`src/rtl/bus_pkg.sv`:
```
// Shared bus definitions: arbiter state encoding and master-count limit.
package bus_pkg;

  localparam int unsigned NUM_MASTERS_MAX = 8;

  typedef enum logic {
    ARB_IDLE = 1'b0,
    ARB_BUSY = 1'b1
  } arb_state_t;

endpackage

```
`src/rtl/rr_picker.sv`:
```
// Combinational round-robin search: first set bit of req at or after ptr, wrapping.
module rr_picker #(
  parameter int unsigned N = 2,
  parameter int unsigned W = 1
) (
  input  logic [N-1:0] req,
  input  logic [W-1:0] ptr,
  output logic         found_c,
  output logic [W-1:0] idx_c
);

  // Walk from farthest to nearest so the closest candidate to ptr wins.
  always_comb begin
    found_c = 1'b0;
    idx_c   = '0;
    for (int unsigned i = N; i > 0; i--) begin
      int unsigned c;
      c = (int'(ptr) + i - 1) % N;
      if (req[c]) begin
        found_c = 1'b1;
        idx_c   = W'(c);
      end
    end
  end

endmodule

```
`src/rtl/bus_arbiter.sv`:
```
// Round-robin serial-bus arbiter with one parked split transaction.
module bus_arbiter
  import bus_pkg::*;
#(
  parameter int unsigned NUM_MASTERS = 2,
  parameter int unsigned IDX_WIDTH   = 1,
  parameter bit          SPLIT_EN    = 1'b1
) (
  input  logic                   clk,
  input  logic                   rst,
  input  logic [NUM_MASTERS-1:0] mreq,
  input  logic                   ssplit,
  input  logic                   split_done,
  output logic [NUM_MASTERS-1:0] mgrant,
  output logic [IDX_WIDTH-1:0]   gidx,
  output logic                   bus_busy,
  output logic [NUM_MASTERS-1:0] msplit
);

  if (NUM_MASTERS < 2 || NUM_MASTERS > NUM_MASTERS_MAX ||
      IDX_WIDTH != $clog2(NUM_MASTERS)) begin : g_bad_params
    $error("bus_arbiter: illegal NUM_MASTERS/IDX_WIDTH combination");
  end

  arb_state_t             state, state_n;
  logic [NUM_MASTERS-1:0] mgrant_n, msplit_n;
  logic [IDX_WIDTH-1:0]   gidx_n, rr_ptr, rr_ptr_n, split_idx, split_idx_n;
  logic                   bus_busy_n;
  logic                   split_valid, split_valid_n;
  logic                   split_pend, split_pend_n;

  logic [NUM_MASTERS-1:0] elig_c;
  logic                   pick_found_c;
  logic [IDX_WIDTH-1:0]   pick_idx_c;
  logic                   abort_c;
  logic [IDX_WIDTH-1:0]   owner_next_c;

  assign elig_c  = mreq & ~msplit;
  assign abort_c = split_valid && ((mreq & msplit) == '0);
  assign owner_next_c = (32'(gidx) == NUM_MASTERS - 1) ? '0 : gidx + IDX_WIDTH'(1);

  rr_picker #(
    .N (NUM_MASTERS),
    .W (IDX_WIDTH)
  ) u_picker (
    .req     (elig_c),
    .ptr     (rr_ptr),
    .found_c (pick_found_c),
    .idx_c   (pick_idx_c)
  );

  always_ff @(posedge clk or posedge rst) begin
    if (rst) begin
      state       <= ARB_IDLE;
      mgrant      <= '0;
      gidx        <= '0;
      bus_busy    <= 1'b0;
      msplit      <= '0;
      rr_ptr      <= '0;
      split_valid <= 1'b0;
      split_pend  <= 1'b0;
      split_idx   <= '0;
    end else begin
      state       <= state_n;
      mgrant      <= mgrant_n;
      gidx        <= gidx_n;
      bus_busy    <= bus_busy_n;
      msplit      <= msplit_n;
      rr_ptr      <= rr_ptr_n;
      split_valid <= split_valid_n;
      split_pend  <= split_pend_n;
      split_idx   <= split_idx_n;
    end
  end

  always_comb begin
    state_n       = state;
    mgrant_n      = mgrant;
    gidx_n        = gidx;
    bus_busy_n    = bus_busy;
    msplit_n      = msplit;
    rr_ptr_n      = rr_ptr;
    split_valid_n = split_valid;
    split_pend_n  = split_pend;
    split_idx_n   = split_idx;

    // Split bookkeeping that applies in any state.
    if (abort_c) begin
      split_valid_n = 1'b0;
      split_pend_n  = 1'b0;
      msplit_n      = '0;
    end else if (SPLIT_EN && split_valid && split_done) begin
      split_pend_n = 1'b1;
    end

    case (state)
      ARB_IDLE: begin
        if (split_valid && split_pend && !abort_c) begin
          state_n              = ARB_BUSY;
          mgrant_n             = '0;
          mgrant_n[split_idx]  = 1'b1;
          gidx_n               = split_idx;
          bus_busy_n           = 1'b1;
          split_valid_n        = 1'b0;
          split_pend_n         = 1'b0;
          msplit_n             = '0;
        end else if (pick_found_c) begin
          state_n              = ARB_BUSY;
          mgrant_n             = '0;
          mgrant_n[pick_idx_c] = 1'b1;
          gidx_n               = pick_idx_c;
          bus_busy_n           = 1'b1;
        end
      end
      ARB_BUSY: begin
        if (!mreq[gidx]) begin
          state_n    = ARB_IDLE;
          mgrant_n   = '0;
          bus_busy_n = 1'b0;
          rr_ptr_n   = owner_next_c;
        end else if (SPLIT_EN && ssplit && !split_valid) begin
          // Park the owner; a split_done in this same cycle is kept.
          state_n       = ARB_IDLE;
          mgrant_n      = '0;
          bus_busy_n    = 1'b0;
          rr_ptr_n      = owner_next_c;
          msplit_n      = mgrant;
          split_idx_n   = gidx;
          split_valid_n = 1'b1;
          split_pend_n  = split_done;
        end
      end
      default: state_n = ARB_IDLE;
    endcase
  end

endmodule

```
`config.mk`:
```
export PLATFORM = sky130hd
export DESIGN_NAME = bus_arbiter
export DESIGN_NICKNAME = d
export VERILOG_FILES = /design/src/rtl/bus_pkg.sv /design/src/rtl/rr_picker.sv /design/src/rtl/bus_arbiter.sv
export SDC_FILE = /design/constraint.sdc
export NUM_CORES = 1
export LEC_CHECK = 0
export ABC_AREA = 1
export CAP_MARGIN = 20
export CORE_ASPECT_RATIO = 0.8
export CORE_UTILIZATION = 28
export CTS_CLUSTER_DIAMETER = 100
export DETAILED_ROUTE_END_ITERATION = 10
export GPL_TIMING_DRIVEN = 0
export PLACE_DENSITY = 0.48
export SLEW_MARGIN = 25
export SYNTH_ARGS = -nofsm -noshare
export SYNTH_HDL_FRONTEND = slang
export SYNTH_HIERARCHICAL = 1
export SYNTH_SLANG_ARGS = --single-unit
```
`constraint.sdc`:
```
create_clock -name clk -period 1.15 [get_ports clk]
set_input_delay 0.23 -clock clk [delete_from_list [all_inputs] [get_ports clk]]
set_output_delay 0.23 -clock clk [all_outputs]
set_load 0.02 [all_outputs]
```
==> results of run 1 <==
==> final timing paths <==
| kind | from | to | slack, ns | cells past startpoint |
|---|---|---|---|---|
| min in group clk | bus_busy$_DFFE_PP0P_ | bus_busy$_DFFE_PP0P_ | 0.48 | 2 |
| worst min-delay path | rst | split_valid$_DFF_PP0_ | 0.26 | 2 |
| worst min register to register | bus_busy$_DFFE_PP0P_ | bus_busy$_DFFE_PP0P_ | 0.48 | 2 |
| worst max register to register | msplit[0]$_DFF_PP0_ | state$_DFF_PP0_ | -0.0007 | 6 |
| max in group asynchronous | rst | gidx$_DFFE_PP0P_ | 0.57 | 2 |
| worst max-delay path | msplit[0]$_DFF_PP0_ | state$_DFF_PP0_ | -0.0007 | 6 |
==> report_power, final <==
group | internal (W) | total [W] | switching (W)
clock | 0.000134 | 0.000265 | 0.000131
sequential | 0.000576 | 0.000777 | 0.000201
combinational | 0.000399 | 0.00104 | 0.000644
total | 0.00111 | 0.00209 | 0.000977
==> cell usage in the layout, fill, tap and decap left out <==
cell and n:
sky130_fd_sc_hd__nand2_1 24, sky130_fd_sc_hd__inv_2 7, sky130_fd_sc_hd__dfrtp_1 7, sky130_fd_sc_hd__nand2_2 6, sky130_fd_sc_hd__inv_1 6, sky130_fd_sc_hd__buf_2 5, sky130_fd_sc_hd__nor2_4 4, sky130_fd_sc_hd__nor2_1 4
sky130_fd_sc_hd__dfrtp_2 4, sky130_fd_sc_hd__nand3_1 3, sky130_fd_sc_hd__nand4_1 3, sky130_fd_sc_hd__o21ai_0 3, sky130_fd_sc_hd__clkbuf_4 3, sky130_fd_sc_hd__clkdlybuf4s50_1 3, sky130_fd_sc_hd__buf_4 3, sky130_fd_sc_hd__nand2_4 2
sky130_fd_sc_hd__o21ai_2 2, sky130_fd_sc_hd__a21oi_1 2, sky130_fd_sc_hd__dlygate4sd2_1 2, sky130_fd_sc_hd__nand3_4 1, sky130_fd_sc_hd__nand3_2 1, sky130_fd_sc_hd__clkbuf_1 1, sky130_fd_sc_hd__buf_6 1, sky130_fd_sc_hd__a21oi_2 1
sky130_fd_sc_hd__or2_1 1
==> repair_timing <==
item                                    4_1_cts  5_1_grt
endpoints found under the setup margin       12       10
pin swaps                                     1        9
resized for setup                            31       21
setup buffers                                 0        3
==> cell families (layout without fill, tap and decap cells) <==
logic type / after synthesis / count (layout) / share of synthesized area, %
buffers and inverters: 13 / 31 / 8.35
AND/OR/NAND/NOR: 49 / 49 / 37.7
AO/OA/AOI/OAI: 8 / 8 / 6.85
flip-flops: 11 / 11 / 47.1
==> worst max-delay path, cell delays in order (launching register included) <==
cell and delay (ns):
sky130_fd_sc_hd__dfrtp_2 0.41, sky130_fd_sc_hd__nor2_4 0.04, sky130_fd_sc_hd__or2_1 0.24, sky130_fd_sc_hd__nand2_2 0.12
sky130_fd_sc_hd__nand2_4 0.07, sky130_fd_sc_hd__inv_2 0.07, sky130_fd_sc_hd__o21ai_0 0.08
==> metal layers <==
metal  wire length (um)  track usage (%)
met5                  0                0
met4                 10             4.74
met3                 74             6.45
met2                608             18.5
met1                748             22.0
==> Yosys cell counts <==
| cell type | number |
|---|---|
| sky130_fd_sc_hd__o21ai_1 | 1 |
| sky130_fd_sc_hd__o21ai_0 | 4 |
| sky130_fd_sc_hd__a21oi_1 | 3 |
| sky130_fd_sc_hd__nor2_2 | 2 |
| sky130_fd_sc_hd__nand2_1 | 28 |
| sky130_fd_sc_hd__nand3_1 | 4 |
| sky130_fd_sc_hd__nor2_1 | 6 |
| sky130_fd_sc_hd__inv_2 | 3 |
| sky130_fd_sc_hd__nand4_1 | 3 |
| sky130_fd_sc_hd__nand3_2 | 1 |
| sky130_fd_sc_hd__dfrtp_1 | 11 |
| sky130_fd_sc_hd__inv_1 | 10 |
| sky130_fd_sc_hd__nand2_2 | 4 |
| sky130_fd_sc_hd__or2_1 | 1 |
==> area by class of cell <==
class                      instances  area, sq um
sequential                        11          280
fill                             215         1110
timing repair buffer              14          106
multi-input combinational         57          329
clock buffer                       4         26.3
tap                               24         30.0
inverter                          13         48.8
==> registers in the layout, indices dropped and copies added (netlist names) <==
register,count
bus_busy,1
gidx,1
mgrant,2
msplit,2
rr_ptr,1
split_idx,1
split_pend,1
split_valid,1
state,1
==> metrics by stage <==
| step | power (W) | instance area [sq um] |
|---|---|---|
| floorplan | 0.00133 | 587 |
| global placement | 0.00168 | 727 |
| detailed placement | 0.00168 | 727 |
| CTS | 0.00189 | 732 |
| global route | 0.00228 | 821 |
| finish | 0.00209 | 821 |
==> results by stage, run 1 <==
Clocking:
- The deepest clock path buffer count is 2.
- The count of hold-fix buffers inserted at cts is 0.
- The number of sinks driven by the clock tree is 11.
- The H-tree level count is 1.
- The clock-pin slew reported for the worst setup and hold paths after clock tree synthesis is 0.07 ns.
- The later-pin clock latency in the skew report is 0.27 ns.
- The buffer type at the clock tree root is sky130_fd_sc_hd__clkbuf_4.
- Buffers inserted during clock tree synthesis total 3.
- TritonCTS built the clock tree.

STA:
- Setup repair after global routing could not meet its margin everywhere.
- Measured against its own limit, the worst slew margin works out to 71.2%.
- Adding up every negative setup slack in the final design gives -0.000685 ns.
- The smallest hold slack is 0.255 ns.
- The final number of hold-violating endpoints is 0.
- The count of endpoints failing setup in the final report is 1.
- The time the worst path needs with I/O delays and setup is 1.15 ns.
- The final worst-path setup slack is -0.000685 ns.
- The transition at the pin with the smallest max-transition slack is 0.432 ns.
- The largest clock skew in the final design is 0.00543 ns.
- The final period utilization is 100%.
- Based on the critical path, the design can be clocked at up to 869 MHz.
- The count of final max-slew check failures is 0.

Routing:
- In this run, the number of DRC markers left after iteration 0 of detailed routing was 16.
- The final antenna-violating net count is 0.
- The routed design has 1.44 mm of wire.
- The via count normalized by instance count is 4.39.
- In the final routed layout, each cell accounts on average for 11.7 um.
- For this block, the via count after detailed routing is 540.
- The first detailed-routing pass took 4 iterations.
- In the routed design, unresolved DRC markers number 0.

Synthesis:
- The net count of the mapped netlist is 87.
- Ranked by total cell area, the synthesized netlist is headed by sky130_fd_sc_hd__dfrtp_1, sky130_fd_sc_hd__nand2_1, sky130_fd_sc_hd__inv_1.
- After synthesis the netlist holds a flip-flop and latch count of 11.
- The mean cell area of the mapped netlist is 7.21 sq um.
- After technology mapping, the gate count stands at 81.
- The share of the yosys chip area belonging to registers is 47.1%.
- Summing every instance area after synthesis gives 584 sq um.
- The Yosys step of the flow raised 6 warnings.
- The number of different library cells in the post-synthesis netlist is 14.
- sky130_fd_sc_hd__dfrtp_1 takes more of the synthesized area than any other cell.
- The top cell type's share of synthesized area is 47.1%.

Finish:
- The net count of the finished layout is 106.
- The share of final-layout standard cells stronger than drive strength 1 is 40.4%.
- The post-layout instance count excluding filler cells is 123.
- At the end of the flow the core is filled with cells to 42.6%.
- The number of antenna cells inserted is 0.
- Relative to the synthesized area, the layout overhead comes to 40.5%.

Placement:
- The instance count after placement with tap cells included is 116.
- The worst slack after detailed placement is -0.400 ns.
- The congestion estimate from routability-driven global placement came to 0.740.
- The number of port buffers is 11.
- The placed wire-length estimate is 962 um.

Die:
- After floorplanning, the core was divided into 14 placement rows.
- The starting utilization of the core area is 30.3%.
- The area inside the core boundary is 1930 sq um.
- The floorplan step defined a die boundary enclosing 2270 sq um.
- The vertical die dimension is 42.9 um.
- Pin placement for this block handled 12 I/O pins.
- The die is 53.1 um wide.

Setup path:
- At the worst endpoint, the required time is 1.30 ns.
- The capturing element type of the critical path is a flop.
- The critical setup path kind is reg2reg.
- The kind of start point of the critical path is a flop.
- Along the worst path, the maximum fanout reaches 4.
- The data arrival at the endpoint of the critical path is 1.30 ns.

GRT:
- The global-route total usage across every layer is 14.8%.
- The first global-routing pass estimated 2.30 mm of wire.
- The number of global-route vias before repair is 496.
- The number of antenna violations at the first check in global routing is 0.
- The largest net degree at the start of global routing is 12.
- Global routing finished with a remaining overflow of 0.

Worst hold path:
- In this run the worst hold path is classified as in2async.

Run:
- Max-cap violations in this run came to 0.

Pwr:
- Power spread over the standard cell area amounts to 2540 nW/um^2.
- The static power due to leakage is 0.420 nW.
- The peak supply drop is 0.00106 V.

Status:
- The flow ran to the end, but the final reports show violations.
- The final reports fail on negative setup slack.
Power figures use the tool's default switching activity.
==> inputs of run 2 (changes only) <==
- CORE_UTILIZATION: 28 -> 30
- PLACE_DENSITY: 0.48 -> 0.51
==> results by stage, run 2 (synthesized netlist as in run 1, its figures left out) <==
Pwr:
- The power density relative to cell area is 2500 nW/um^2 (-1.4%).
- The peak supply drop was 0.000993 V (-5.9%).
- The overall power came to 0.00205 W (-1.6%).
- The static power due to leakage is 0.416 nW (-1.0%).

Setup path:
- The family of cells with the greatest summed delay on the critical path is simple AND/OR/NAND/NOR gates.
- The highest cell delay on the worst timing path is 0.40 ns (about the same).
- The highest net fanout along the worst path came to 4 (unchanged).
- The worst setup path is of the reg2reg kind.
- The critical path goes through nor2_2 -> or2_1 -> nand2_2 -> nand2_4 -> nand3_1 -> nand2_1.
- The launching point of the worst reg2reg path is msplit[1]$_DFF_PP0_.
- The path length in cells of the critical path is 6 (unchanged).
- The length in cells of the worst reg-to-reg path is 6 (unchanged).
- The kind of start point of the critical path is a flop.
- The startpoint of the most critical setup path is msplit[1]$_DFF_PP0_.
- Following the worst setup path forward leads to its endpoint at mgrant[1]$_DFFE_PP0P_.
- The capturing element type of the critical path is a flop.
- The minimum setup slack among reg-to-reg paths is 0.02 ns (+0.02 ns).
- The data arrival at the endpoint of the critical path came to 1.29 ns (about the same).
- The slowest library cell on the worst path is sky130_fd_sc_hd__dfrtp_2.
- The buffer and inverter count on the worst path is 0 (-1).
- The data required time at the worst endpoint came to 1.31 ns (about the same).
- The endpoint identified for the worst register-to-register timing path is mgrant[1]$_DFFE_PP0P_.

Routing:
- The initial detailed-routing violation count was 32 (+16).
- The via count is 575 (+6.5%).
- The number of design rule violations left after detail routing is 0 (unchanged).
- The via count normalized by instance count is 4.67 (+6.5%).
- The number of search-and-repair iterations in the first detailed-routing pass is 4 (unchanged).
- The final antenna-violating net count is 0 (unchanged).
- The final wirelength is 1.43 mm (-0.69%).
- The average wire length per cell after detail routing is 11.6 um (-0.69%).

Clocking:
- The count of hold-fix buffers inserted at cts is 0 (unchanged).
- The buffer type at the clock tree root is sky130_fd_sc_hd__clkbuf_4.
- The H-tree level count is 1 (unchanged).
- The number of CTS-inserted buffers came to 3 (unchanged).
- The number of sinks driven by the clock tree is 11 (unchanged).
- TritonCTS built the clock tree.
- The clock-pin slew reported for the worst setup and hold paths after clock tree synthesis came to 0.07 ns (about the same).
- The deepest clock path buffer count is 2 (unchanged).
- The later-pin clock latency in the skew report came to 0.27 ns (about the same).

STA:
- The max-slew headroom at the worst pin is 71.7% (+0.47 points).
- The time the worst path needs with I/O delays and setup is 1.13 ns (-0.0194 ns).
- The final number of hold-violating endpoints was 0 (unchanged).
- The smallest hold slack is 0.245 ns (-0.0100 ns).
- The count of final max-slew check failures is 0 (unchanged).
- The largest clock skew in the final design is 0.00475 ns (-0.000674 ns).
- Setup repair after global routing could not meet its margin everywhere.
- The count of endpoints failing setup in the final report is 0 (-1).
- The final period utilization is 98.4% (-1.7 points).
- The transition at the pin with the smallest max-transition slack was 0.425 ns (-0.00703 ns).
- The fmax is 884 MHz (+1.7%).

GRT:
- The global-route total usage across every layer came to 13.7% (-1.1 points).
- The number of global-route vias before repair is 473 (-4.6%).
- The met3 usage is 7.33% (+0.87 points).
- The global-route wire length before repair was 2.08 mm (-9.6%).
- The number of antenna violations at the first check in global routing is 0 (unchanged).
- The layer flagged by global routing as most heavily used is met1.
- The total congestion overflow after global routing is 0 (unchanged).
- The global routing met1 resource utilization is 18.8% (-3.3 points).
- The routing usage on met2 is 17.9% (-0.59 points).
- The largest net degree at the start of global routing was 12 (unchanged).

Worst hold path:
- The tightest min-delay check is of the in2async type.

Placement:
- The number of port buffers came to 11 (unchanged).
- The last weighted congestion value of the routability-driven placer is 0.795 (+7.4%).
- The instance count after placement with tap cells included is 114 (-1.7%).
- The placed wire-length estimate was 968 um (+0.58%).

Die:
- The boundary pin count is 12 (unchanged).
- The area enclosed by the die boundary came to 2130 sq um (-6.4%).
- The area inside the core boundary came to 1720 sq um (-11%).
- The vertical die dimension was 41.5 um (-3.2%).
- The width of the die is 51.3 um (-3.3%).
- The count of standard-cell rows came to 13 (-1).
- The starting utilization of the core area is 33.9% (+3.6 points).

Finish:
- The number of antenna cells inserted is 0 (unchanged).
- The largest registers in the layout are mgrant (2), msplit (2).
- In the layout the commonest cells are sky130_fd_sc_hd__nand2_1, sky130_fd_sc_hd__inv_1, sky130_fd_sc_hd__nand2_2, sky130_fd_sc_hd__dfrtp_1.
- Leaving out fill and tap cells, the most frequent cell in the layout is sky130_fd_sc_hd__nand2_1.
- The share of final-layout standard cells stronger than drive strength 1 is 38.6% (-1.8 points).
- The area growth from synthesis to layout is 40.3%.
- The net count of the finished layout is 108 (+1.9%).
- The number of filler cells placed in the layout is 187 (-13%).
- The post-layout instance count excluding filler cells is 123 (unchanged).
- The utilization of the core after routing came to 47.5% (+4.9 points).

Status:
- The flow ran to the end, and the final reports show no timing, DRC or antenna violations.

Run:
- The reported max-cap violation count was 0 (unchanged).
## run 2: where the power goes
part	leakage, nW	switching (W)	internal [W]
Clock	0.0150	0.000130	0.000134
Sequential	0.131	0.000190	0.000579
Combinational	0.269	0.000631	0.000388
Total	0.416	0.000950	0.00110
## run 2: worst min path at each step
stage	start	to	slack, ns	depth (start not counted)
global route	rst	bus_busy$_DFFE_PP0P_	0.31	2
detailed placement	bus_busy$_DFFE_PP0P_	bus_busy$_DFFE_PP0P_	0.46	2
floorplan	rst	bus_busy$_DFFE_PP0P_	0.08	1
global placement	bus_busy$_DFFE_PP0P_	bus_busy$_DFFE_PP0P_	0.46	2
CTS	rst	bus_busy$_DFFE_PP0P_	0.26	2
finish	rst	split_valid$_DFF_PP0_	0.25	2
## run 2: routing by layer
layer / vias up / part of all wire, % / wire (um)
met1: 257 / 48 / 682
met5: - / 0 / 0
met4: 0 / 1.3 / 18
met2: 22 / 42 / 597
met3: 2 / 9.4 / 134
li1: 294 / - / -
## run 2: metrics by stage
step           setup TNS, ns  setup WS, ns  instance area [sq um]
2_1_floorplan              0        0.0155                    587
3_3_place_gp           -3.52        -0.391                    724
3_5_place_dp           -3.46        -0.426                    724
4_1_cts                    0       0.00264                    743
5_1_grt               -0.228       -0.0592                    820
6_report                   0        0.0187                    820
## run 2: cell type report
class	count	area (sq um)	area share, %
clock buffer	4	26.3	3.21
sequential	11	282	34.4
timing repair buffer	15	114	13.9
multi-input combinational	58	322	39.2
tap	22	27.5	3.36
inverter	13	48.8	5.95
## run 2: repair_timing
| item | 4_1_cts | 5_1_grt |
|---|---|---|
| buffers inserted | 1 | 3 |
| gates cloned | 0 | 1 |
| resized for setup | 33 | 16 |
| setup endpoints to repair | 12 | 10 |
| pin swaps | 1 | 4 |
## run 2: worst reg2reg max path, cell delays in order (launching register included)
cell and delay [ns]:
sky130_fd_sc_hd__dfrtp_2 0.40, sky130_fd_sc_hd__nor2_2 0.05, sky130_fd_sc_hd__or2_1 0.24, sky130_fd_sc_hd__nand2_2 0.11
sky130_fd_sc_hd__nand2_4 0.07, sky130_fd_sc_hd__nand3_1 0.10, sky130_fd_sc_hd__nand2_1 0.06
==> inputs of run 3 (changes only) <==
- PLACE_DENSITY: 0.51 -> 0.5
- SYNTH_HIERARCHICAL: 1 -> unset
==> results by stage, run 3 <==
Setup path:
- The endpoint identified for the worst register-to-register timing path is split_pend$_DFF_PP0_.
- The data arrival at the endpoint of the critical path was 0.88 ns (-0.41 ns).
- The capturing element type of the critical path is an output pin.
- The worst setup path is launched from a flop.
- The slowest stage of the critical path is the sky130_fd_sc_hd__dfrtp_2 cell.
- Broken down by cell family, the worst path's largest delay share belongs to flip-flops.
- The critical path endpoint is gidx.
- The launching point of the worst reg2reg path is split_valid$_DFF_PP0_.
- Walking the worst path, the cells encountered are buf_6.
- The path length in cells of the critical path is 1 (-5).
- The data required time at the worst endpoint is 0.92 ns (-0.39 ns).
- The highest net fanout along the worst path is 7 (+3).
- The minimum setup slack among reg-to-reg paths is 0.08 ns (+0.06 ns).
- The length in cells of the worst reg-to-reg path is 6 (unchanged).
- The startpoint of the most critical setup path is gidx$_DFFE_PP0P_.
- By startpoint and endpoint, the worst setup path is classified as reg2out.
- The highest cell delay on the worst timing path came to 0.46 ns (+0.06 ns).
- The buffer and inverter count on the worst path is 1 (+1).

Pwr:
- The peak supply drop was 0.00125 V (+25%).
- The proportion of power drawn by combinational gates came to 52.1% (+2.5 points).
- The internal power consumption is 0.00112 W (+1.8%).
- The switching share of total power is 47.1% (+0.83 points).
- The clock network power share was 12.7% (-0.2 points).
- The power density relative to cell area is 2490 nW/um^2 (-0.69%).
- The net switching power is 0.00100 W (+5.3%).
- The share of total power in sequential cells is 35.2% (-2.3 points).
- The static power due to leakage is 0.454 nW (+9.2%).

Placement:
- The number of port buffers is 11 (unchanged).
- The last weighted congestion value of the routability-driven placer is 0.737 (-7.2%).
- The worst slack after detailed placement came to -0.362 ns (+0.0645 ns).
- The placed wire-length estimate came to 959 um (-0.86%).

Clocking:
- The number of CTS-inserted buffers was 3 (unchanged).
- The number of sinks driven by the clock tree is 11 (unchanged).
- The clock-pin slew reported for the worst setup and hold paths after clock tree synthesis is 0.07 ns (about the same).
- The H-tree level count came to 1 (unchanged).
- The root buffer cell chosen for the clock tree is sky130_fd_sc_hd__clkbuf_4.
- The TritonCTS clock tree is done.
- The later-pin clock latency in the skew report is 0.27 ns (about the same).
- The deepest clock path buffer count was 2 (unchanged).

Status:
- The flow ran to the end, and the final reports show no timing, DRC or antenna violations.

Die:
- The boundary pin count came to 12 (unchanged).
- The starting utilization of the core area is 32.2% (-1.7 points).
- The area inside the core boundary was 1890 sq um (+9.7%).
- The count of standard-cell rows is 14 (+1).
- The area enclosed by the die boundary came to 2220 sq um (+4.1%).
- The vertical die dimension was 42.3 um (+2.0%).
- The width of the die came to 52.4 um (+2.0%).

GRT:
- The global-route wire length before repair is 2.23 mm (+7.3%).
- The number of global-route vias before repair is 508 (+7.4%).
- The largest net degree at the start of global routing is 12 (unchanged).
- The total congestion overflow after global routing is 0 (unchanged).
- The global-route total usage across every layer was 14.7% (+1.0 points).
- The number of antenna violations at the first check in global routing came to 0 (unchanged).

Finish:
- Leaving out fill and tap cells, the most frequent cell in the layout is sky130_fd_sc_hd__nand2_1.
- The number of antenna cells inserted is 0 (unchanged).
- The utilization of the core after routing is 45.1% (-2.4 points).
- The share of final-layout standard cells stronger than drive strength 1 is 41.2% (+2.6 points).
- From synthesis to final layout, the design area changed by 40.0%.
- The net count of the finished layout is 109 (+0.93%).
- The top cell types in the final layout, fill and taps aside, are sky130_fd_sc_hd__nand2_1, sky130_fd_sc_hd__inv_1, sky130_fd_sc_hd__dfrtp_1.
- In the final layout, the registers with the most flip-flops are mgrant (2), msplit (2).

STA:
- The transition at the pin with the smallest max-transition slack is 0.419 ns (-0.00565 ns).
- The smallest hold slack is 0.246 ns (+0.000876 ns).
- The count of final max-slew check failures is 0 (unchanged).
- The final period utilization is 96.9% (-1.5 points).
- Setup repair after global routing could not meet its margin everywhere.
- The fmax came to 897 MHz (+1.5%).
- The time the worst path needs with I/O delays and setup was 1.11 ns (-0.0171 ns).
- The final worst-path setup slack was 0.0358 ns (+0.0171 ns).
- The max-slew headroom at the worst pin was 72.0% (+0.38 points).
- The final number of hold-violating endpoints is 0 (unchanged).
- The largest clock skew in the final design is 0.00399 ns (-0.000766 ns).
- The count of endpoints failing setup in the final report is 0 (unchanged).
- The accumulated negative setup slack is 0 ns (unchanged).

Routing:
- The via count came to 573 (-0.35%).
- The average wire length per cell after detail routing came to 10.7 um (-8.0%).
- The via count normalized by instance count is 4.55 (-2.7%).
- The initial detailed-routing violation count came to 5 (-84%).
- The final wirelength is 1.35 mm (-5.8%).
- The final antenna-violating net count is 0 (unchanged).
- The number of search-and-repair iterations in the first detailed-routing pass was 4 (unchanged).
- The number of design rule violations left after detail routing was 0 (unchanged).

Synthesis:
- In the post-synthesis netlist, the biggest area contributors are sky130_fd_sc_hd__dfrtp_1, sky130_fd_sc_hd__nand2_1, sky130_fd_sc_hd__inv_1.
- The count of mapped cells out of synthesis is 83 (+2.5%).
- The post-synthesis instance area is 609 sq um (+4.3%).
- The mean cell area of the mapped netlist was 7.34 sq um (+1.8%).
- The register bit count reported by yosys came to 11 (unchanged).
- The number of enable flip-flop cells after synthesis is 0 (unchanged).
- The net count of the mapped netlist was 89 (+2.3%).
- The share of flip-flops with an asynchronous set or reset is 100% (unchanged).
- Among all cell types in the netlist, the one instantiated most often is sky130_fd_sc_hd__nand2_1.
- The number of different library cells in the post-synthesis netlist is 14 (unchanged).
- The yosys synthesis warning count was 0 (-6).
- For this run, the leading register cell type out of synthesis is sky130_fd_sc_hd__dfrtp_1.
- After synthesis, the most frequently instantiated cells are sky130_fd_sc_hd__nand2_1, sky130_fd_sc_hd__inv_1, sky130_fd_sc_hd__dfrtp_1.
- The share of the yosys chip area belonging to registers came to 45.2% (-1.9 points).
- The biggest area contributor in the post-synthesis netlist is sky130_fd_sc_hd__dfrtp_1.
- The top cell type's share of synthesized area came to 45.2% (-1.9 points).

Run:
- The reported max-cap violation count was 0 (unchanged).

Worst hold path:
- The worst hold path class is in2async.
==> run 3: metrics by stage <==
step | cells | cell area, sq um | power [W]
2_1_floorplan | 83 | 609 | 0.00137
3_3_place_gp | 118 | 749 | 0.00171
3_5_place_dp | 118 | 749 | 0.00171
4_1_cts | 124 | 772 | 0.00197
5_1_grt | 126 | 853 | 0.00233
6_report | 126 | 853 | 0.00212
==> run 3: cell families after synthesis <==
| family | after synthesis | share of synthesized area (%) |
|---|---|---|
| and+or+nand+nor | 46 | 35.5 |
| buffers and inverters | 16 | 9.86 |
| DFF | 11 | 45.2 |
| AOI/OAI and AO/OA | 10 | 9.45 |
==> run 3: worst min path at each step <==
stage                         startpoint              endpoint
finish                               rst    rr_ptr$_DFFE_PP0P_
global route                         rst    rr_ptr$_DFFE_PP0P_
CTS                                  rst    rr_ptr$_DFFE_PP0P_
detailed placement  bus_busy$_DFFE_PP0P_  bus_busy$_DFFE_PP0P_
global placement    bus_busy$_DFFE_PP0P_  bus_busy$_DFFE_PP0P_
floorplan                            rst  bus_busy$_DFFE_PP0P_
==> run 3: layout make-up <==
type | count | area (sq um)
Fill cell | 191 | 1040
Multi-Input combinational cell | 56 | 340
Sequential cell | 11 | 280
Timing Repair Buffer | 15 | 114
Inverter | 16 | 62.6
Tap cell | 24 | 30.0
Clock buffer | 4 | 26.3
==> run 3: timing repair <==
item | 4_1_cts | 5_1_grt
pin swaps | 1 | 8
gates resized for setup | 28 | 26
hold endpoints to repair | 0 | 0
buffers inserted | 3 | 2
hold buffers | 0 | 0
endpoints found under the setup margin | 11 | 8
==> run 3: per-layer routing <==
metal	global-route usage, %	wire length (um)	vias to the layer above
li1	-	-	296
met1	18.5	676	262
met2	21.3	562	13
met3	7.97	95	2
met4	4.74	14	0
met5	0	0	-
==> run 3: power groups by stage <==
stage	clock network, W	registers, W	logic, W
2_1_floorplan	0	0.000821	0.000548
3_3_place_gp	0	0.000736	0.000971
3_5_place_dp	0	0.000732	0.000979
4_1_cts	0.000284	0.000712	0.000975
5_1_grt	0.000309	0.000778	0.00124
6_report	0.000270	0.000746	0.00111
==> patch 1: new RTL, settings of run 3 <==
Set the parameter `SPLIT_EN` to 1'b0 (it was 1'b1).
--- a/src/rtl/bus_arbiter.sv
+++ b/src/rtl/bus_arbiter.sv
@@ -4,7 +4,7 @@
 #(
   parameter int unsigned NUM_MASTERS = 2,
   parameter int unsigned IDX_WIDTH   = 1,
-  parameter bit          SPLIT_EN    = 1'b1
+  parameter bit          SPLIT_EN    = 1'b0
 ) (
   input  logic                   clk,
   input  logic                   rst,
Formal check against the unedited RTL: not equivalent (Yosys sat finds a counterexample within 4 cycles, from zero or initial values and one cycle with rst high).
==> patch 1 against run 3 <==
- critical path depth up 6
- area after synthesis down 22%
- non-clock buffer count down 5
- utilization down 1.4 points
- design area down 27%
- wire length down 28%
- synthesized cell count down 31%
- via count down 29%
- worst setup slack better by 0.023 ns
- sequential cell count down 1
Power is not compared: it rests on default switching activity, and its combinational part moved more than twofold at a synthesized area within 25%.
==> patch 1: results (changes against run 3) <==
Parameter                              Value

Yosys
  Async set or reset register ratio after synthesis ... 100% (unchanged)
  Ys Warns ... 0 (unchanged)
  Primary flip-flop cell chosen by synthesis mapping ... sky130_fd_sc_hd__dfrtp_1
  Sequential element share of the synthesized area ... 52.6% (+7.5 points)
  Top cells by count, synth ... sky130_fd_sc_hd__nand2_1 (19), sky130_fd_sc_hd__inv_1 (11), sky130_fd_sc_hd__dfrtp_1 (10)
  Number of different library cells in the post-synthesis netlist ... 11 (-3)
  Number of instances in the synthesized netlist ... 57 (-31%)
  Post-synthesis net count ... 63 (-29%)
  Cell types with the largest area share after synthesis ... sky130_fd_sc_hd__dfrtp_1 (53%), sky130_fd_sc_hd__nand2_1 (15%), sky130_fd_sc_hd__inv_1 (8.7%), sky130_fd_sc_hd__nand3_1 (7.4%), sky130_fd_sc_hd__nand4_4 (4.5%)

Placement
  Post-place instance area ... 592 um^2 (-21%)
  # port buffers ... 9 (-2)
  Placed cell count ... 87 (-26%)
  Pre-CTS setup slack ... -0.254 ns (+0.108 ns)
  Placed wire-length estimate ... 683 um (-29%)
  Global placer's final weighted congestion ... 0.726 (-1.5%)

Setup path
  Signal arrival time at the worst endpoint ... 1.23 ns (+0.35 ns)
  Biggest fanout along the worst timing path ... 3 (-4)
  CP max stage delay ... 0.38 ns (-0.08 ns)
  Slowest library cell on the worst path ... sky130_fd_sc_hd__dfrtp_1

Final layout
  Layout Utilization ... 43.7% (-1.4 points)
  Share of final-layout standard cells stronger than drive strength 1 ... 34.3% (-6.9 points)
  Non-filler instance count after layout ... 91 (-28%)
  Ant. Diodes ... 0 (unchanged)
  Total of fill cells in the finished design ... 155 (-19%)
  Fin nets ... 78 (-28%)
  Registers with the highest flip-flop counts ... mgrant: 2 flops, msplit: 2 flops

Clock network
  Clock edge transition at the registers on the reported setup and hold paths ... 0.06 ns
  Clock insertion delay at the later pin of the skew report ... 0.26 ns
  Clock Tree Buf Depth ... 2 (unchanged)
  H-tree levels ... 1 (unchanged)
  Number of clock buffers inserted by TritonCTS ... 3 (unchanged)
  Resized Gates After CTS ... 20 (-29%)
  Post-CTS setup buffers ... 1 (-2)

GRT
  First-pass GRT wire length ... 1580 um (-29%)
  Number of global-route vias before repair ... 356 (-30%)
  Maximum number of pins on one net before global-route repair ... 11 (-1)
  All-layer global routing usage ... 14.1% (-0.61 points)

Hold path
  Hold crit path type ... in -> async

Routing
  WL per Instance ... 10.6 um (-0.54%)
  Via-to-Cell Ratio ... 4.46 (-1.9%)
  Starting DRC count in detailed routing ... 7 (+2)
  First drt pass iteration count ... 4 (unchanged)

Run status
  Status ... complete, no violations

STA
  Max-Slew Margin vs Limit ... 72.1% (about the same)
  Worst clock skew ... 0.000817 ns (-0.00317 ns)

Pwr
  Internal power contribution ... 0.731 mW
## patch 1: worst max-delay path, delay by kind of cell (launching register included)
kind / cells / cell delay (ns)
flip-flops: 1 / 0.38
buffers and inverters: 3 / 0.24
AO/OA/AOI/OAI: 2 / 0.22
AND/OR/NAND/NOR: 2 / 0.11
## patch 1: power groups by stage
stage	registers, mW	logic [mW]	clock network, mW
5_1_grt	0.540	0.528	0.268
4_1_cts	0.516	0.473	0.250
6_report	0.522	0.466	0.232
3_3_place_gp	0.523	0.499	0
2_1_floorplan	0.594	0.226	0
3_5_place_dp	0.523	0.502	0
## patch 1: area by class of cell
class | instances | area share [%]
Sequential cell | 10 | 40.2
Multi-Input combinational cell | 36 | 33.7
Inverter | 11 | 6.63
Clock buffer | 3 | 3.61
Timing Repair Buffer | 10 | 11.6
Tap cell | 21 | 4.22
## patch 1: path summary, 6_finish.rpt
check                           from   endpoint  slack [ns]  cells after the start
hold / removal                   rst  mgrant[0]        0.26                      2
max in group asynchronous        rst  msplit[0]        0.60                      2
setup reg to reg           msplit[0]       gidx        0.06                      7
setup / recovery           msplit[0]       gidx        0.06                      7
hold reg to reg             bus_busy   bus_busy        0.47                      2
min in group clk             mreq[0]     rr_ptr        0.30                      2
## patch 1: routing by layer
layer | up-vias | part of all wire [%] | GRT usage (%) | wire, um
li1 | 208 | - | - | -
met1 | 183 | 54 | 21.4 | 522
met2 | 15 | 37 | 15.3 | 361
met3 | 0 | 8.8 | 8.70 | 85
met4 | 0 | 0 | 4.41 | 0
met5 | - | 0 | 0 | 0
## patch 1: kinds of logic after synthesis
| group | Yosys count | synth area share [%] |
|---|---|---|
| AND/OR/NAND/NOR | 33 | 35.0 |
| buffers and inverters | 11 | 8.68 |
| flip-flops | 10 | 52.6 |
| AO/OA/AOI/OAI | 3 | 3.68 |
==> patch 2: new RTL, config.mk and constraints of run 3 <==
Without the edit above. Reset style: synchronous (`rst`), changed in one clocked block.
--- a/src/rtl/bus_arbiter.sv
+++ b/src/rtl/bus_arbiter.sv
@@ -49,7 +49,7 @@
     .idx_c   (pick_idx_c)
   );
 
-  always_ff @(posedge clk or posedge rst) begin
+  always_ff @(posedge clk) begin
     if (rst) begin
       state       <= ARB_IDLE;
       mgrant      <= '0;
Check against the original RTL: differs if rst is asserted again (counterexample within 4 cycles, from zero or initial values and one cycle with rst high); with rst held inactive, the same outputs for 10 cycles.
==> patch 2 against run 3 <==
- design area fell by 17%
- wire length fell by 3.3%
- area after synthesis shrank 12%
- via count shrank 4.0%
- worst setup slack improved by 0.031 ns
- sequential cell count is the same
Power is not compared: it rests on default switching activity, and its combinational part moved more than twofold at a synthesized area within 25%.
==> patch 2: results (changes against run 3) <==
Parameter                              Value

Yosys
  Post-synthesis net count ... 87 (-2.2%)
  Number of different library cells in the post-synthesis netlist ... 16 (+2)
  Number of instances in the synthesized netlist ... 81 (-2.4%)
  Cell types with the largest area share after synthesis ... sky130_fd_sc_hd__dfxtp_1 (41%), sky130_fd_sc_hd__nand2_1 (15%), sky130_fd_sc_hd__inv_1 (9.1%), sky130_fd_sc_hd__a21oi_1 (5.6%), sky130_fd_sc_hd__nand3_1 (5.6%)
  Ys Warns ... 0 (unchanged)
  Sequential element share of the synthesized area ... 40.9% (-4.2 points)

Final layout
  Share of final-layout standard cells stronger than drive strength 1 ... 29.9% (-11 points)
  Total of fill cells in the finished design ... 179 (-6.3%)
  Fin nets ... 104 (-4.6%)

GRT
  Maximum number of pins on one net before global-route repair ... 8 (-4)
  All-layer global routing usage ... 16.0% (+1.3 points)
  First-pass GRT wire length ... 2190 um (-1.8%)
  Met1 usage in global routing ... 19.9% (+1.4 points)
  Number of global-route vias before repair ... 495 (-2.6%)
  Met3 track utilization from global routing ... 6.20% (-1.8 points)
  Met2 layer usage reported by global route ... 24.7% (+3.4 points)

Routing
  WL per Instance ... 11.0 um (+2.4%)
  Overall via count from detail_route ... 550 (-4.0%)
  Via-to-Cell Ratio ... 4.62 (+1.6%)

Setup path
  Startpoint of the most critical register-to-register path ... msplit[1]
  Critical path launch point ... mgrant[0]
  CP max stage delay ... 0.39 ns (-0.07 ns)
  Signal arrival time at the worst endpoint ... 0.85 ns (-0.03 ns)
  Slowest library cell on the worst path ... sky130_fd_sc_hd__dfxtp_1
  Biggest fanout along the worst timing path ... 3 (-4)

STA
  Worst clock skew ... 0.00114 ns (-0.00285 ns)
  Measured slew at the worst slew-check pin ... 0.236 ns (-0.183 ns)

Placement
  Post-place instance area ... 676 um^2 (-9.8%)
  Placed cell count ... 114 (-3.4%)

Run status
  Status ... complete, no violations

Hold path
  Hold crit path type ... reg -> reg
patch 2: cell types whose count changed after synthesis, sizes merged, moves of 2 or more:
cell | run 3 | this run
dfrtp | 11 | 0
nand2 | 32 | 25
dfxtp | 0 | 11
nor2 | 6 | 8
a211oi | 0 | 2
o21ai | 8 | 3
a21oi | 2 | 6
patch 2: cell type report:
type	instances	area, um^2	share of cell area [%]
multi-input combinational	55	282	39.5
clock buffer	4	26.3	3.69
tap	22	27.5	3.87
sequential	11	235	33.0
inverter	15	56.3	7.91
timing repair buffer	12	85.1	12.0
patch 2: logic make-up (layout without fill, tap and decap cells):
logic type	after synthesis	in the layout	share of synthesized area, %
AND/OR/NAND/NOR	43	43	36.3
buffers and inverters	15	31	10.5
AO/OA/AOI/OAI	12	12	12.3
flip-flops	11	11	40.9
patch 2: final timing paths:
check	cells past startpoint	slack, ns	endpoint
worst max-delay path	1	0.07	mgrant[0]
worst min-delay path	2	0.46	bus_busy
worst min register to register	2	0.46	bus_busy
worst max register to register	7	0.10	mgrant[1]
patch 2: power by group through the flow:
stage / logic [mW] / clock network [mW] / registers [mW]
after CTS: 0.198 / 0.282 / 0.444
after detailed placement: 0.208 / 0 / 0.452
after global routing: 0.227 / 0.302 / 0.450
after floorplan: 0.102 / 0 / 0.469
final: 0.199 / 0.268 / 0.444
after global placement: 0.207 / 0 / 0.452
patch 2: worst min-delay path, stage by stage (launching register included):
cell and delay [ns]:
sky130_fd_sc_hd__dfxtp_1 0.33, sky130_fd_sc_hd__o21ai_1 0.07, sky130_fd_sc_hd__inv_1 0.04
patch 2: what timing repair did:
action | 4_1_cts | 5_1_grt
gates cloned | 0 | 0
resized for setup | 24 | 18
endpoints found under the setup margin | 10 | 14
pin swaps | 0 | 2
setup buffers | 0 | 1
patch 2: layer usage:
| metal | wire length, um | part of all wire (%) | vias to the layer above |
|---|---|---|---|
| met5 | 0 | 0 | - |
| met4 | 12 | 0.92 | 0 |
| met3 | 89 | 6.8 | 2 |
| met2 | 520 | 40 | 16 |
| met1 | 681 | 52 | 243 |
| li1 | - | - | 289 |
